`src/rtl/sr_latch_if.sv`:
```
// sr_latch_if: request/status bundle for the synchronous SR storage bank
//   en           update enable, 0 freezes q
//   s, r         per-cell set/reset requests, active-high, level-sensitive
//   conflict_clr clears the sticky conflict flag at a clock edge
//   q, nq        stored state and its exact complement
//   conflict     sticky flag, some enabled cell saw s=r=1
//   master drives requests; slave (the bank) drives state and flag
interface sr_latch_if #(parameter int WIDTH = 1);
  logic en;
  logic [WIDTH-1:0] s;
  logic [WIDTH-1:0] r;
  logic conflict_clr;
  logic [WIDTH-1:0] q;
  logic [WIDTH-1:0] nq;
  logic conflict;
  modport master(output en, s, r, conflict_clr, input q, nq, conflict);
  modport slave(input en, s, r, conflict_clr, output q, nq, conflict);
endinterface

```
`src/rtl/sr_latch.sv`:
```
// sr_latch: clocked bank of WIDTH independent SR cells with optional input synchronizers and sticky conflict detector
//   clk    rising-edge clock
//   rst_n  asynchronous active-low reset: q=RESET_VALUE, conflict=0, synchronizers cleared
//   bus    sr_latch_if slave: en, s, r, conflict_clr in; q, nq, conflict out
//   CONFLICT_MODE on s=r=1: 0 hold, 1 set, 2 reset, 3 toggle
//   SYNC_STAGES flops on s/r, so q follows an input change after SYNC_STAGES+1 edges
module sr_latch #(
  parameter int WIDTH = 1,
  parameter int CONFLICT_MODE = 0,
  parameter int SYNC_STAGES = 0,
  parameter logic [WIDTH-1:0] RESET_VALUE = '0
) (
  input logic clk,
  input logic rst_n,
  sr_latch_if.slave bus
);
  if (WIDTH < 1 || WIDTH > 64 || SYNC_STAGES < 0 || SYNC_STAGES > 3 || CONFLICT_MODE < 0 || CONFLICT_MODE > 3) begin : g_bad_params
    $error("sr_latch: illegal parameter value");
  end
  logic [WIDTH-1:0] s_i, r_i, q_r, q_nx, both, hit;
  logic conflict_r;
  if (SYNC_STAGES == 0) begin : g_nosync
    assign s_i = bus.s;
    assign r_i = bus.r;
  end else begin : g_sync
    logic [WIDTH-1:0] s_sh [SYNC_STAGES];
    logic [WIDTH-1:0] r_sh [SYNC_STAGES];
    always_ff @(posedge clk or negedge rst_n)
      if (!rst_n) begin
        for (int i = 0; i < SYNC_STAGES; i++) begin
          s_sh[i] <= '0;
          r_sh[i] <= '0;
        end
      end else begin
        s_sh[0] <= bus.s;
        r_sh[0] <= bus.r;
        for (int i = 1; i < SYNC_STAGES; i++) begin
          s_sh[i] <= s_sh[i-1];
          r_sh[i] <= r_sh[i-1];
        end
      end
    assign s_i = s_sh[SYNC_STAGES-1];
    assign r_i = r_sh[SYNC_STAGES-1];
  end
  always_comb begin
    both = s_i & r_i;
    hit = CONFLICT_MODE == 1 ? '1 : CONFLICT_MODE == 2 ? '0 : CONFLICT_MODE == 3 ? ~q_r : q_r;
    q_nx = bus.en ? (s_i & ~r_i) | (q_r & ~s_i & ~r_i) | (both & hit) : q_r;
  end
  // a new conflict outranks a clear arriving at the same edge
  always_ff @(posedge clk or negedge rst_n)
    if (!rst_n) begin
      q_r <= RESET_VALUE;
      conflict_r <= 1'b0;
    end else begin
      q_r <= q_nx;
      conflict_r <= (bus.en && |both) || (conflict_r && !bus.conflict_clr);
    end
  assign bus.q = q_r;
  assign bus.nq = ~q_r;
  assign bus.conflict = conflict_r;
endmodule

```
`src/flat_wrapper.sv`:
```
// flat-port wrapper written by rule: the top's interface ports become plain ports
module sr_latch_flat 
#(
  parameter int WIDTH = 1,
  parameter int CONFLICT_MODE = 0,
  parameter int SYNC_STAGES = 0,
  parameter logic [WIDTH-1:0] RESET_VALUE = '0
)
  (clk, rst_n, bus_en, bus_s, bus_r, bus_conflict_clr, bus_q, bus_nq, bus_conflict);
  sr_latch_if #(.WIDTH(WIDTH)) bus_i ();
  input logic clk;
  input logic rst_n;
  input wire logic [$bits(bus_i.en)-1:0] bus_en;
  input wire logic [$bits(bus_i.s)-1:0] bus_s;
  input wire logic [$bits(bus_i.r)-1:0] bus_r;
  input wire logic [$bits(bus_i.conflict_clr)-1:0] bus_conflict_clr;
  output wire logic [$bits(bus_i.q)-1:0] bus_q;
  output wire logic [$bits(bus_i.nq)-1:0] bus_nq;
  output wire logic [$bits(bus_i.conflict)-1:0] bus_conflict;
  assign bus_i.en = bus_en;
  assign bus_i.s = bus_s;
  assign bus_i.r = bus_r;
  assign bus_i.conflict_clr = bus_conflict_clr;
  assign bus_q = bus_i.q;
  assign bus_nq = bus_i.nq;
  assign bus_conflict = bus_i.conflict;
  sr_latch #(.WIDTH(WIDTH), .CONFLICT_MODE(CONFLICT_MODE), .SYNC_STAGES(SYNC_STAGES), .RESET_VALUE(RESET_VALUE)) u_core (.clk(clk), .rst_n(rst_n), .bus(bus_i));
endmodule
```
`config.mk`:
```
export PLATFORM = sky130hd
export DESIGN_NAME = sr_latch_flat
export DESIGN_NICKNAME = d
export VERILOG_FILES = /design/src/rtl/sr_latch_if.sv /design/src/rtl/sr_latch.sv /design/src/flat_wrapper.sv
export SDC_FILE = /design/constraint.sdc
export NUM_CORES = 1
export LEC_CHECK = 0
export ABC_AREA = 1
export CAP_MARGIN = 20
export CORE_AREA = 3 3 40 42
export DETAILED_ROUTE_END_ITERATION = 8
export DIE_AREA = 0 0 43 45
export HOLD_SLACK_MARGIN = 0.06
export PLACE_DENSITY = 0.4
export SLEW_MARGIN = 20
export SYNTH_ARGS = -nofsm -noshare
export SYNTH_HDL_FRONTEND = slang
export SYNTH_SLANG_ARGS = --single-unit
```
`constraint.sdc`:
```
create_clock -name clk -period 0.8 [get_ports clk]
set_input_delay 0.16 -clock clk [delete_from_list [all_inputs] [get_ports clk]]
set_output_delay 0.16 -clock clk [all_outputs]
set_load 0.03 [all_outputs]
```
==> results.md <==
- Net Sw Frac: 29.6%
- VDD IR-drop max: 0.000519 V
- # DRC: 0
- Total number of vias: 123
- Initial Utilization: 7.79%
- Final min period: 993 ps
- First-pass GRT wire length: 607 µm
- Crit path cell chain: inv_4 > buf_6
- Critical path type: reg -> out
- GPL Wtd Cong: 0.631
- Failing checks: setup timing
- Worst-path clk slew: 40 ps
- Comb power frac: 28.2%
- Average wire per standard cell: 7.38 µm
- FF+latch count, synth: 2
- Slack of the critical path: -193 ps
- Largest net degree at the start of global routing: 4
- Cells after Synth: 14
- Slew HR: 90.5%
- Global Route Usage Sum: 5.08%
- Slowest CP cell: dfrtp_2
- GR peak layer: met4
- CTS max path bufs: 2
- Sequential fraction of the synthesis area: 50.0%
- Required @ worst endpoint: 640 ps
- Total clock sinks: 2
- TritonCTS buffer count: 3
- Iter 0 DRT Violations: 2
- Clock power share: 47.8%
- Multi-input gate area: 37.5 µm²
- Die area: 1940 µm²
- Hpwl dp: 243 µm
- Dpl cell area: 195 µm²
- Mapped cell area: 100 µm²
- Clk_lat worst skew: 220 ps
- Routed WL: 310 µm
- Max Cap Violations: 0
- Final hold vios: 0
- Crit path max-delay family: flip-flops
- Port Buffers: 8
- CP bufs+invs: 2
- Cts hold-fix bufs: 0
- Post-Syn Area per Cell: 7.15 µm²
- Run status: finished, violations left
- Met3 usage: 5.18%
- Vert. Die Dim: 45 µm
- Core area: 1280 µm²
- Switching power: 158 µW
- Final #Nets: 34
- RSZ-0062 raised after global routing: true
- Finished Cell Area: 239 µm²
- Final Max Slew Viols: 0
- Seq. cell area: 51.3 µm²
- Diode count: 0
- Crit-path max FO: 3
- Post-Syn Nets: 20
- Yosys cell types: 6
- Max H-tree Level: 1
- Vias per cell: 2.93
- Initial antenna violation count: 0
- Hold slack: 90.2 ps
- Fmax: 1.01 GHz
- Type of the most critical hold path: in -> async
- Crit path capture type: output port
- Std-Cell Rows: 13
- Pint: 376 µW
- Vias in the first global route: 139
- Clk root buf: clkbuf_4
- RR Startpoint: u_core.bus.q
- Ys Warns: 0
- Total Power: 533 µW
- Share of cells above drive strength 1: 40.7%
- Setup crit start kind: flop
- Met1 Usage GRT: 5.07%
- Finished Core Util: 18.6%
- Die width: 43 µm
- Setup crit start: u_core.bus.q
- Slew @ Worst Pin: 141 ps
- Pwr dens: 2230 nW/µm²
- Endpoints failing setup: 4
- Reg-to-reg slack, setup: -30 ps
- CTS tree: done
- Grt total ovfl: 0
- Layout filler cell count: 147
- Area delta synth->final: 139%
- Leakage: 0.000116 µW
- Slowest stage delay, CP: 420 ps
- Met2 track demand over resource: 5.39%
- Fin crit share: 124%
- Pre-antenna DRT Iters: 4
- IO Pins: 9
- CP arrival: 830 ps
- Post-detailed-route count of antenna-violating nets: 0
- Worst Skew: 0 ps
- Flop pwr share: 24.0%
==> final cells by class <==
class | instances | area share [%]
Sequential cell | 2 | 21.5
Tap cell | 15 | 7.85
Timing Repair Buffer | 9 | 36.6
Inverter | 4 | 7.33
Multi-Input combinational cell | 8 | 15.7
Clock buffer | 4 | 11.0
==> state kept, by name (all words and copies together) (netlist names) <==
register / flops
u_core.bus.conflict: 1
u_core.bus.q: 1
==> timing repair <==
item	4_1_cts	5_1_grt
setup buffers	1	1
pin swaps	0	2
gates resized for setup	2	1
setup endpoints to repair	3	4
==> per-stage QoR <==
step	setup WS (ps)	cells	setup TNS (ps)
after floorplan	-56.2	14	-56.2
after global placement	-140	37	-224
after detailed placement	-169	37	-271
after CTS	-205	42	-540
after global routing	-235	42	-676
final	-193	42	-511
==> power by group through the flow <==
stage	clock network, µW	registers (µW)	logic (µW)
global placement	0	129	127
finish	255	128	150
detailed placement	0	129	129
global route	284	131	162
CTS	266	129	149
floorplan	0	152	40.4
==> metal layers <==
metal | share of wire (%) | vias to the layer above
li1 | - | 65
met1 | 50 | 49
met2 | 33 | 9
met3 | 17 | 0
met4 | 0 | 0
met5 | 0 | -
==> cell usage after synthesis (all sizes together) <==
| cell | number | area (µm²) |
|---|---|---|
| inv | 4 | 15.0 |
| nand3 | 1 | 5.00 |
| nor2 | 1 | 6.26 |
| dfrtp | 2 | 50.1 |
| o21ai | 1 | 5.00 |
| nand2 | 5 | 18.8 |
==> cells in the final DEF, fill, tap and decap left out <==
cell type        n
clkdlybuf4s50_1  5
nand2_1          4
inv_1            3
clkbuf_4         3
buf_4            2
buf_6            2
nand3_1          1
o21ai_0          1
inv_4            1
nor2_2           1
nand2_2          1
clkbuf_1         1
dfrtp_1          1
dfrtp_2          1
==> path summary, 6_finish.rpt <==
| check | end | depth (start not counted) |
|---|---|---|
| worst min-delay path | u_core.bus.q | 1 |
| worst max-delay path | bus_nq | 2 |
| worst min register to register | u_core.bus.q | 2 |
| worst max register to register | u_core.bus.q | 5 |
| max in group asynchronous | u_core.bus.q | 1 |
| min in group clk | u_core.bus.conflict | 2 |
==> logic make-up after synthesis <==
family                 synth area share (%)
buffers and inverters                  15.0
and+or+nand+nor                        30.0
AOI/OAI and AO/OA                      5.00
DFF                                    50.0
Power figures use the tool's default switching activity.
